$ cat config.mk
export PLATFORM = sky130hd
export DESIGN_NAME = cpu_step_controller
export DESIGN_NICKNAME = d
export VERILOG_FILES = /design/src/rtl/cpu_step_controller_pkg.sv /design/src/rtl/cpu_step_controller_step_debouncer.sv /design/src/rtl/cpu_step_controller.sv
export SDC_FILE = /design/constraint.sdc
export NUM_CORES = 1
export LEC_CHECK = 0
export BUFFER_PORTS_ARGS = -buffer_cell sky130_fd_sc_hd__buf_2
export CORE_UTILIZATION = 60
export CTS_CLUSTER_DIAMETER = 50
export DETAILED_ROUTE_END_ITERATION = 8
export GPL_TIMING_DRIVEN = 0
export PLACE_DENSITY = 0.92
export SKIP_CTS_REPAIR_TIMING = 1
export SLEW_MARGIN = 25
export SYNTH_ARGS = -nofsm -noshare
export SYNTH_HDL_FRONTEND = slang
export SYNTH_HIERARCHICAL = 1
export SYNTH_SLANG_ARGS = --single-unit
export TNS_END_PERCENT = 20
$ cat constraint.sdc
create_clock -name clk -period 5.42 [get_ports clk]
set_input_delay 1.626 -clock clk [delete_from_list [all_inputs] [get_ports clk]]
set_output_delay 1.626 -clock clk [all_outputs]
set_load 0.02 [all_outputs]
$ cat src/rtl/cpu_step_controller_pkg.sv
// Shared constants for the CPU step controller: FSM state encodings (also the
// LED debug encoding) and the default step-button debounce length.
package cpu_step_controller_pkg;

  localparam logic [1:0] StIdle        = 2'b00;
  localparam logic [1:0] StPulse       = 2'b01;
  localparam logic [1:0] StWaitRelease = 2'b10;
  localparam logic [1:0] StRun         = 2'b11;

  // 25 ms at 100 MHz; far shorter than the 250 ms reset debounce.
  localparam int unsigned DefaultDebounceCycles = 2_500_000;

endpackage

$ cat src/rtl/cpu_step_controller_step_debouncer.sv
// step_debouncer: 2-flop synchroniser, stable-count debounce and rising-edge
// detector for the raw step push-button.
module step_debouncer
  import cpu_step_controller_pkg::*;
#(
  parameter int unsigned DEBOUNCE_CYCLES = DefaultDebounceCycles,
  parameter int unsigned DEBOUNCE_WIDTH  = 32
) (
  input  logic clk,
  input  logic rstb,
  input  logic button_i,
  output logic debounced_o,
  output logic step_req_o
);

  localparam logic [DEBOUNCE_WIDTH-1:0] CntMax = DEBOUNCE_WIDTH'(DEBOUNCE_CYCLES - 1);

  logic [1:0]                sync_q;
  logic                      deb_q, deb_d;
  logic                      deb_dly_q;
  logic [DEBOUNCE_WIDTH-1:0] cnt_q, cnt_d;

  always_comb begin
    deb_d = deb_q;
    cnt_d = '0;
    if (sync_q[1] != deb_q) begin
      if (cnt_q == CntMax) begin
        deb_d = ~deb_q;
      end else begin
        cnt_d = cnt_q + 1'b1;
      end
    end
  end

  always_ff @(posedge clk) begin
    if (!rstb) begin
      sync_q    <= '0;
      deb_q     <= 1'b0;
      deb_dly_q <= 1'b0;
      cnt_q     <= '0;
    end else begin
      sync_q    <= {sync_q[0], button_i};
      deb_q     <= deb_d;
      deb_dly_q <= deb_q;
      cnt_q     <= cnt_d;
    end
  end

  assign debounced_o = deb_q;
  assign step_req_o  = deb_q & ~deb_dly_q;

endmodule

$ cat src/rtl/cpu_step_controller.sv
// Datapath clock-enable generator: one pulse per debounced press or a divided
// continuous rate in run mode. Define CPU_STEP_COUNT_EN to build the step counter.
module cpu_step_controller
  import cpu_step_controller_pkg::*;
#(
  parameter int unsigned DEBOUNCE_CYCLES = DefaultDebounceCycles,
  parameter int unsigned DEBOUNCE_WIDTH  = 32,
  parameter int unsigned RUN_DIV         = 1,
  parameter int unsigned RUN_DIV_WIDTH   = 32
) (
  input  logic        clk,
  input  logic        rstb,
  input  logic        step_button,
  input  logic        run_mode,
  input  logic        halt,
  output logic        cpu_ena,
  output logic [31:0] step_count,
  output logic [1:0]  state_led
);

  localparam logic [RUN_DIV_WIDTH-1:0] DivMax = RUN_DIV_WIDTH'(RUN_DIV - 1);

  logic                     debounced;
  logic                     step_req;
  logic [1:0]               run_sync_q;
  logic [1:0]               state_q, state_d;
  logic [RUN_DIV_WIDTH-1:0] div_q, div_d;

  step_debouncer #(
    .DEBOUNCE_CYCLES(DEBOUNCE_CYCLES),
    .DEBOUNCE_WIDTH (DEBOUNCE_WIDTH)
  ) u_step_debouncer (
    .clk        (clk),
    .rstb       (rstb),
    .button_i   (step_button),
    .debounced_o(debounced),
    .step_req_o (step_req)
  );

  always_comb begin
    state_d = state_q;
    div_d   = div_q;
    case (state_q)
      StIdle: begin
        // Run wins over a coincident step request.
        if (run_sync_q[1] && !halt) begin
          state_d = StRun;
        end else if (step_req && !halt) begin
          state_d = StPulse;
        end
      end
      StPulse: state_d = StWaitRelease;
      StWaitRelease: begin
        if (!debounced) state_d = StIdle;
      end
      default: begin
        if (!run_sync_q[1] || halt) begin
          state_d = StIdle;
          div_d   = '0;
        end else begin
          div_d = (div_q == DivMax) ? '0 : div_q + 1'b1;
        end
      end
    endcase
  end

  always_ff @(posedge clk) begin
    if (!rstb) begin
      run_sync_q <= '0;
      state_q    <= StIdle;
      div_q      <= '0;
    end else begin
      run_sync_q <= {run_sync_q[0], run_mode};
      state_q    <= state_d;
      div_q      <= div_d;
    end
  end

  assign cpu_ena   = (state_q == StPulse) | ((state_q == StRun) & (div_q == DivMax) & ~halt);
  assign state_led = state_q;

`ifdef CPU_STEP_COUNT_EN
  logic [31:0] step_count_q;

  always_ff @(posedge clk) begin
    if (!rstb) begin
      step_count_q <= '0;
    end else if (cpu_ena) begin
      step_count_q <= step_count_q + 32'd1;
    end
  end

  assign step_count = step_count_q;
`else
  assign step_count = 32'd0;
`endif

endmodule

[Yosys cells after proc, flatten, opt, wreduce, memory -nomap -nowiden]
Index checks and enable logic that the tools add are counted.
Word-level totals
  memories: 0
  logic and storage cells: 44
  register bits: 72
  input bits: 5
  output and inout bits: 35
  bits in latches: 0
  memory bits (writable): 0
  bits in read-only memories: 0
Operators by class
  multipliers: 0
  magnitude comparators: 0
  add/subtract/negate cells: 2
  bitwise logic cells: 9
  reduce and logical (&&, ||, !) cells: 12
  shifts and indexed selects: 0
  equality and inequality tests: 7
  multiplexer cells: 7
  divide/modulo/power cells: 0
Operators with widths (count)
  $add A32 B1 Y32 const B: 2
  $mux W32: 2
  $eq A32 B22 Y1 const B: 1
  $logic_not A32 Y1: 1
  $mux W2: 4
  $pmux W2 S3: 1
  $reduce_or A3 Y1: 2
  $not A1 Y1: 5
  $eq A2 B2 Y1 const B: 2
  $reduce_bool A4 Y1: 1
  $and A1 B1 Y1: 3
  $ne A3 B3 Y1 const B: 1
  $reduce_and A3 Y1: 1
  $eq A2 B1 Y1 const B: 1
  $logic_and A1 B1 Y1: 2
  $logic_not A1 Y1: 2
  $logic_not A2 Y1: 1
  $ne A2 B2 Y1 const B: 1
  $reduce_and A2 Y1: 1
  $logic_or A1 B1 Y1: 1
  $ne A1 B1 Y1: 1
  $or A1 B1 Y1: 1

[Depth between registers and ports, before layout]
Gate-level depths: netlist of run 1.
  word-level depth: 6
  depth in mapped cells: 9
  gate-level depth less buffers: 7

[By module]
The synthesis of run 1 kept the hierarchy.
By module, submodules not included
  cpu_step_controller: area an instance 2257.2 µm², instances 1, cells an instance 291, sequential area each 720.7 µm²
  step_debouncer: area an instance 1712.9 µm², instances 1, cells an instance 186, sequential area each 720.7 µm²

[Least setup slack after synthesis of run 1]
Ideal clock, no wire load.
  path type: input-to-output
  from: input port halt
  to: output port cpu_ena
  required time: 3.794 ns
  path buffers: 0
  cell stages on the path: 2
  setup slack: 1.813 ns
  arrival time: 1.981 ns
  cell sequence: o21ai_0 -> and2_1
On the way
  longest elaborated chain between the ends: 3
Ends and longest elaborated chain
  from (decl): line cpu_step_controller.sv:15  | input logic halt,
  $not A1 Y1: line cpu_step_controller.sv:79  | assign cpu_ena = (state_q == StPulse) | ((state_q == StRun) & (div_q == DivMax) & ~halt);
  $and A1 B1 Y1: line cpu_step_controller.sv:79
  $or A1 B1 Y1: line cpu_step_controller.sv:79
  to (decl): line cpu_step_controller.sv:16  | output logic cpu_ena,
No other way between the ends.

[Final worst setup path of run 1]
  from: register div_q[0]
  to: output port cpu_ena
On the way
  longest elaborated chain between the ends: 4
Ends and longest elaborated chain
  from (decl): line cpu_step_controller.sv:27  | logic [RUN_DIV_WIDTH-1:0] div_q, div_d;
  from (signal assigned): line cpu_step_controller.sv:75  | div_q <= div_d;
  $logic_not A32 Y1: line cpu_step_controller.sv:79
  $and A1 B1 Y1 (2 in series): line cpu_step_controller.sv:79
  $or A1 B1 Y1: line cpu_step_controller.sv:79
No other way between the ends.

==> results, run 1 <==
- The flow ran to the end, and the final reports show no timing, DRC or antenna violations.
- The routed layout has ~3800 vias.
- For the final database, setup skew stands at a little under 0.008 ns.
- In this run the most critical hold path is launched from run_sync_q[0]$_SDFF_PN0_.
- On the worst path, the slowest cell contributes a delay of approximately 0.34 ns.
- After routing, the total negative slack on setup checks comes to 0 ns.
- The instance count along the most critical hold path is 1.
- Compared with the post-synthesis result, the final layout area differs by 11.7%.
- In this run the remaining antenna-violating nets after routing total 0.
- The total number of yosys warnings is 6.
- In this run the number of H-tree levels came out at 3.
- Counting buffers and inverters, the worst setup path is 9 cells deep.
- Sequential cells burn 50.9% of the power.
- Once the floorplan was initialized, standard cells occupied between 60 and 70% of the core.
- Before antenna repair, the detailed router went through 7 iterations.
- Dividing the detail-routed via count by the number of cells gives just over 6.
- The worst setup path category is register to output port.
- Entering global routing, the biggest net connects 13 pins.
- The largest area contributor in the synthesized netlist is dfxtp_1.
- The maximum clock path buffer count is 2.
- The later pin in the worst-skew pair is clocked with a latency of about 0.35 ns.
- The most used flip-flop cell after synthesis is dfxtp_1.
- Measured along the y axis, the die boundary spans roughly 83 um.
- The floorplan die width is ~83 um.
- In this run the core area contains 29 standard-cell rows.
- The finished layout cell area is between 4000 and 5000 um^2.
- The leakage power total is between 1.5 and 2 nW.
- The maximum fanout along the worst path is 5.
- For this run, the post-layout net count is between 500 and 600.
- Synthesis handed over a netlist of around 480 instances.
- The total power divided by cell area is approximately 240 nW/um^2.
- The routability-driven placement congestion ratio is ~0.9.
- The clock tree from TritonCTS is built.
- The share of cells above drive strength 1 is 17.1%.
- Clock-pin slew was measured on the worst setup and hold paths at approximately 0.08 ns.
- The category of the worst setup path launch point is a register.
- In this run the power spent charging and discharging nets is 0.244 mW.
- In this run the worst hold path is classified as register to register.
- For this run the aggregate overflow at the end of global routing stands at 0.
- Pin placement for this block handled 40 I/O pins.
- The number of antenna violations at the first check in global routing is 0.
- The worst hold slack after final layout is between 0.4 and 0.5 ns.
- For this block, the routed nets add up to 9.55 mm of wire.
- The first-pass GRT wire length is between 15 and 20 mm.
- The critical path data arrival time is 2.20 ns.
- STA classifies the critical path endpoint as an output port.
- The clock power share is ~43%.
- The minimum clock period is 3.82 ns.
- The async set or reset register ratio after synthesis is 0%.
- Of the synthesized area, sequential elements account for a little over a third.
- The number of fillers in the final layout is 480.
- The worst path buffer plus inverter count is 3.
- The kind of cell adding the most delay to the critical path is simple AND/OR/NAND/NOR gates.
- The cell sitting at the root of the clock tree is a clkbuf_8.
- The length in cells of the worst reg-to-reg path is 9.
- The worst pin sits at a relative slew slack of 47.2%.
- The internal power contribution is 0.804 mW.
- The number of global-route vias before repair came to ~3500.
- Synthesis inferred around 70 register bits.
- The number of distinct library cells after synthesis is 60.
- For this block, the initial DRC count from the detailed router was around 430.
- The placed instances occupy a cell area of about 4200 um^2.
- Setup repair after global routing left no endpoint under its margin.
- Dividing the final minimum period by the clock period gives a little over two thirds.
- The floorplan step defined a die boundary enclosing 6950 um^2.
- The aggregate global-route resource usage is roughly 28%.
- In this run, synthesis inferred 0 flip-flops with an integrated enable.
- The final hold violation count came to 0.
- Total power for the finished layout comes to 1.05 mW.
- The number of buffers inserted during clock tree synthesis is 9.
- The most critical setup path has its startpoint at div_q[0]$_SDFFE_PN0N_.
- The required time reported for the critical path endpoint is ~3.8 ns.
- The synthesized design devotes to its leading area cell type a little over a third of total area.
- The mean area per synthesized cell is between 8 and 9 um^2.
- Sorting the synthesized cells by area gives the leading types as dfxtp_1 (36%), buf_4 (6.2%), xor2_1 (4.9%), nand4_1 (4.6%), nor2_1 (4.4%).
- The final routed wire length divided by cell count is ~16 um.
- The count of max-cap constraint violations is 0.
- The final setup violation count is 0.
- Buffers placed on the I/O ports in this run total 7.
- VDD sags by at most roughly 250 uV.
- The mapped netlist covers slightly below 4000 um^2.
- The area of the core is around 6400 um^2.
- The clock sink total is 72.
- Based on the critical path, the design can be clocked at up to between 200 and 300 MHz.
- The transition time at the pin with the least slew margin is 0.791 ns.
- The switching share of power is between 20 and 25%.
- The number of diodes added for antenna fixing is 0.
- The DRC violations left is 0.
- The detailed placer's ending HPWL is around 6.4 mm.
- The signal on the critical path passes through inv_1 > ha_1 > nor4b_1 > and4_1 > clkbuf_1 > nand2_1 > o21ai_0 > and2_1 > buf_2.
- Combinational cells account for between 5 and 6% of the total power.
- The startpoint of the lowest-slack register-to-register path is div_q[0]$_SDFFE_PN0N_.
- The slowest stage of the critical path belongs to the cell dfxtp_1.
- The number of max-slew violations in the final report is 0.
==> routing by layer <==
layer | up-vias | share of wire, % | GRT usage (%)
li1 | 1766 | - | -
met1 | 1727 | 39 | 30.2
met4 | 0 | 3.1 | 18.7
met3 | 34 | 8.3 | 7.46
met5 | - | 0 | 0
met2 | 234 | 50 | 48.0
==> worst register-to-register path, stage by stage, from the launching register on <==
cell and delay [ns]:
dfxtp_1 0.39, inv_1 0.09, ha_1 0.23, nor4b_1 0.15, and4_1 0.16, clkbuf_1 0.16, a211oi_2 0.68, clkbuf_1 0.49
a41oi_1 0.21, a31oi_1 0.20
==> metrics by stage <==
step           util (%)  cells  setup WS [ns]
3_3_place_gp       66.0    592           1.65
6_report           69.4    608           1.60
3_5_place_dp       66.0    592           1.65
4_1_cts            69.4    608           1.61
2_1_floorplan         -    508           1.81
5_1_grt            69.4    608           1.41
==> Yosys cell counts, types with 4 or more instances <==
| master | instances |
|---|---|
| xor2_1 | 22 |
| and2_1 | 11 |
| nand4_1 | 29 |
| a31oi_1 | 21 |
| nand2b_1 | 4 |
| nand3_1 | 24 |
| inv_1 | 10 |
| o211ai_1 | 4 |
| mux2i_1 | 6 |
| buf_4 | 33 |
| nor4_1 | 12 |
| o21ai_0 | 8 |
| nand2_1 | 41 |
| dfxtp_1 | 72 |
| nor3_1 | 10 |
| a21oi_1 | 26 |
| nor4_2 | 4 |
| nor2_1 | 47 |
| and3_1 | 10 |
| and4_1 | 7 |
| xnor2_1 | 6 |
| clkbuf_1 | 9 |
| buf_2 | 9 |
==> logic make-up (layout without fill, tap and decap cells) <==
logic type	after synthesis	in the layout	share of synthesized area (%)
flops	72	72	36.3
xor+xnor	28	28	6.18
mux	6	6	1.51
buf+inv	65	88	9.96
simple gates	223	223	32.1
other cells	1	32	0.0945
compound gates	79	79	12.9
fa+ha+maj	3	3	0.946
==> worst paths after layout <==
| path | end | slack, ns |
|---|---|---|
| max reg2reg | div_q[28]$_SDFFE_PN0N_ | 2.59 |
| min reg2reg | run_sync_q[1]$_SDFF_PN0_ | 0.47 |
| max | cpu_ena | 1.60 |
| min | run_sync_q[1]$_SDFF_PN0_ | 0.47 |
==> cell type report <==
cell class	instances	area [um^2]	area share, %
Buffer	54	354	7.99
Clock buffer	12	165	3.72
Clock inverter	4	51.3	1.16
Inverter	11	41.3	0.931
Multi-Input combinational cell	371	2250	50.7
Sequential cell	72	1440	32.5
Tap cell	77	96.3	2.17
Timing Repair Buffer	7	35.0	0.790
==> state kept, by name, indices dropped and copies added (netlist names) <==
register and flops:
u_step_debouncer/deb_dly_q 1, u_step_debouncer/sync_q 2, div_q 32, state_led 2, u_step_debouncer/debounced_o 1, u_step_debouncer/cnt_q 32
run_sync_q 2
==> power groups by stage <==
stage                     clock network (mW)  logic [mW]  registers (mW)
after detailed placement                   0      0.0578           0.546
after CTS                              0.461      0.0581           0.534
after global routing                   0.487      0.0635           0.534
final                                  0.454      0.0594           0.534
after floorplan                            0      0.0500           0.546
after global placement                     0      0.0572           0.546
==> placed cells by master (no fill, tap or decap), types with 4 or more instances in the layout <==
master    count
nor2_1       47
a31oi_1      21
mux2i_1       6
conb_1       32
and3_1       10
nand2_1      41
buf_4        33
a21oi_1      26
dfxtp_1      72
nor4_1       12
and4_1        7
o21ai_0       8
clkbuf_1      9
nor3_1       10
nand2b_1      4
nor4_2        4
and2_1       11
nand4_1      29
xor2_1       22
nand3_1      24
o211ai_1      4
clkbuf_8     12
buf_2        16
xnor2_1       6
inv_1        10
Note: power is estimated with default switching activity, not from simulation.
==> run 2: changes to the inputs <==
--- a/config.mk
+++ b/config.mk
@@ -6,11 +6,11 @@
 export NUM_CORES = 1
 export LEC_CHECK = 0
 export BUFFER_PORTS_ARGS = -buffer_cell sky130_fd_sc_hd__buf_2
-export CORE_UTILIZATION = 60
+export CORE_UTILIZATION = 53
 export CTS_CLUSTER_DIAMETER = 50
 export DETAILED_ROUTE_END_ITERATION = 8
 export GPL_TIMING_DRIVEN = 0
-export PLACE_DENSITY = 0.92
+export PLACE_DENSITY = 0.87
 export SKIP_CTS_REPAIR_TIMING = 1
 export SLEW_MARGIN = 25
 export SYNTH_ARGS = -nofsm -noshare
==> constraint.sdc (replaced) <==
create_clock -name clk -period 3.06 [get_ports clk]
set_input_delay 0.918 -clock clk [delete_from_list [all_inputs] [get_ports clk]]
set_output_delay 0.918 -clock clk [all_outputs]
set_load 0.02 [all_outputs]
==> results, run 2 (synthesis gave the netlist of run 1 again) <==
- Setup violations remaining at the end of the flow were counted as 0.
- The largest net degree at the start of global routing is 15.
- The largest registers in the layout are div_q (32), u_step_debouncer/cnt_q (32).
- The leakage power total is 1.67 nW.
- On the critical path, the stage with the largest delay is an instance of dfxtp_1.
- On the final layout, the worst clock skew is roughly 0.014 ns.
- Setup repair after global routing left no endpoint under its margin.
- In this run, placement finished with an instance count of approximately 610.
- After detailed routing, the average wire length per cell comes to about 15 um.
- The die is between 80 and 90 um wide.
- At the end of routability-driven placement, the weighted congestion stood at around 0.94.
- In this run, CTS created clock tree buffers numbering 9.
- The post-layout instance count excluding filler cells is 629.
- Input and output buffers added on the ports amount to 7.
- The signal on the critical path passes through nor4_1 > and4_1 > clkbuf_1 > nand2_1 > o21ai_0 > and2_1 > buf_2.
- The first TritonRoute pass finished after 5 iterations.
- The maximum clock path buffer count is 2.
- The transition time at the pin with the least slew margin is 0.771 ns.
- The net load switching power is between 0.4 and 0.5 mW.
- After layout, the worst path uses 95.2% of the clock period.
- The largest voltage drop on the vdd net is 331 uV.
- The remaining number of nets flagged by the antenna check after routing is 0.
- The critical path is of the register to output port type.
- CTS built an H-tree with a depth of 3.
- The sum of negative setup slack is 0 ns.
- The number of antenna diodes in the final layout is 0.
- The overall power consumption is around 1.8 mW.
- The number of global-route vias before repair is 3498.
- The DRC violation total after the first TritonRoute iteration is ~300.
- The cell sitting at the root of the clock tree is a clkbuf_8.
- The via count is 3672.
- The maximum operating frequency is 343 MHz.
- After the last flow step, the layout net total stands at approximately 530.
- Dividing total power by cell area gives a power density of slightly above 400 nW/um^2.
- Clock-pin slew was measured on the worst setup and hold paths at approximately 0.090 ns.
- The min-delay analysis places its worst path in the category register to register.
- The detailed placer's ending HPWL is roughly 6.4 mm.
- The number of placed I/O pins is 40.
- For this run, the total global-route usage over all layers was measured as ~26%.
- The number of antenna violations at the first check in global routing is 0.
- The core region is a little over 7000 um^2.
- The initial utilization of the core area, before any placement, comes to a little over half.
- The number of max-slew violations in the final report was 0.
- The floorplan die area is approximately 8000 um^2.
- Combinational logic is responsible for 5.7% of the overall power.
- TritonCTS built the clock tree.
- The library cells used most frequently in the layout, excluding fill and tap cells, are dfxtp_1 (72), nor2_1 (47), nand2_1 (41).
- The share of total power dissipated in sequential elements is between 50 and 60%.
- The clock sink total is a little over 70.
- The category of the worst setup path launch point is a register.
- In this run switching power makes up around a quarter of total power.
- Hold is met by around 0.44 ns.
- The final hold violation count came to 0.
- The cell family contributing the most delay on the critical path is simple AND/OR/NAND/NOR gates.
- For this run, design rule violations remaining after detail routing come to 0.
- After detailed routing, the total wire length is just over 9 mm.
- The detail-routed via count per cell is roughly 5.8.
- Across the run, the number of max-cap violations was 0.
- STA classifies the critical path endpoint as an output port.
- The worst path buffer plus inverter count is 2.
- The clock power share is 42.6%.
- The most common cell after layout, fill and taps aside is dfxtp_1.
- Measured against its own limit, the worst slew margin works out to about half.
- The share of cells above drive strength 1 is 17.4%.
- The required time reported for the critical path endpoint is 2.14 ns.
- For this run the aggregate overflow at the end of global routing stands at 0.
- Setup slack closes at 0.148 ns.
- The first-pass GRT wire length is ~16 mm.
- On the worst path, the slowest cell contributes a delay of ~0.37 ns.
- The die boundary height is around 89 um.
- Clock latency on the worst-skew pair, taken at its later pin, is roughly 0.36 ns.
- Compared with the post-synthesis result, the final layout area differs by 12.1%.
- The flow ran to the end, and the final reports show no timing, DRC or antenna violations.
- The minimum clock period is between 2 and 3 ns.
- The floorplan has 31 rows.
- Before CTS, the worst setup slack after placement is around 0.090 ns.
- STA puts the critical path data arrival time at slightly below 2 ns.
- Of all nets on the critical path, the largest fanout is 6.
- The internal power contribution is between 1 and 1.5 mW.
[run 2: power groups by stage]
stage          combinational [mW]  clock [mW]  sequential [mW]
6_report                    0.105       0.779            0.945
5_1_grt                     0.115       0.834            0.946
4_1_cts                     0.102       0.788            0.945
3_5_place_dp                0.102           0            0.967
3_3_place_gp                0.101           0            0.967
2_1_floorplan              0.0885           0            0.967
[run 2: final cells by class]
type                            count  area [um^2]
Sequential cell                    72         1440
Timing Repair Buffer                7         35.0
Multi-Input combinational cell    371         2260
Clock buffer                        9          124
Clock inverter                      7         78.8
Tap cell                           99          124
Buffer                             53          350
Inverter                           11         41.3
Fill cell                         626         2800
[run 2: final timing paths]
check / slack (ns) / start / end / cells after the start
setup reg to reg: 0.39 / div_q[0]$_SDFFE_PN0N_ / div_q[9]$_SDFFE_PN0N_ / 8
hold / removal: 0.44 / run_sync_q[0]$_SDFF_PN0_ / run_sync_q[1]$_SDFF_PN0_ / 1
setup / recovery: 0.15 / div_q[19]$_SDFFE_PN0N_ / cpu_ena / 7
hold reg to reg: 0.44 / run_sync_q[0]$_SDFF_PN0_ / run_sync_q[1]$_SDFF_PN0_ / 1
[run 2: worst reg2reg max path, stage by stage, from the launching register on]
cell and delay [ns]:
dfxtp_1 0.39, inv_1 0.09, ha_1 0.22, nor4b_2 0.16, and4_1 0.22, a211oi_2 0.67, clkbuf_1 0.45, a41oi_1 0.22
a31oi_1 0.18
[run 2: per-stage QoR]
step	utilization (%)	cell area, um^2
after global placement	58.5	4250
after CTS	61.3	4450
after detailed placement	58.5	4250
final	61.4	4450
after floorplan	-	4090
after global routing	61.4	4450
[run 2: layer usage]
layer / vias to the layer above / share of wire [%] / global-route usage [%]
li1: 1759 / - / -
met1: 1709 / 40 / 28.6
met2: 170 / 50 / 44.8
met3: 34 / 7.0 / 6.72
met4: 0 / 2.7 / 13.5
met5: - / 0 / 0
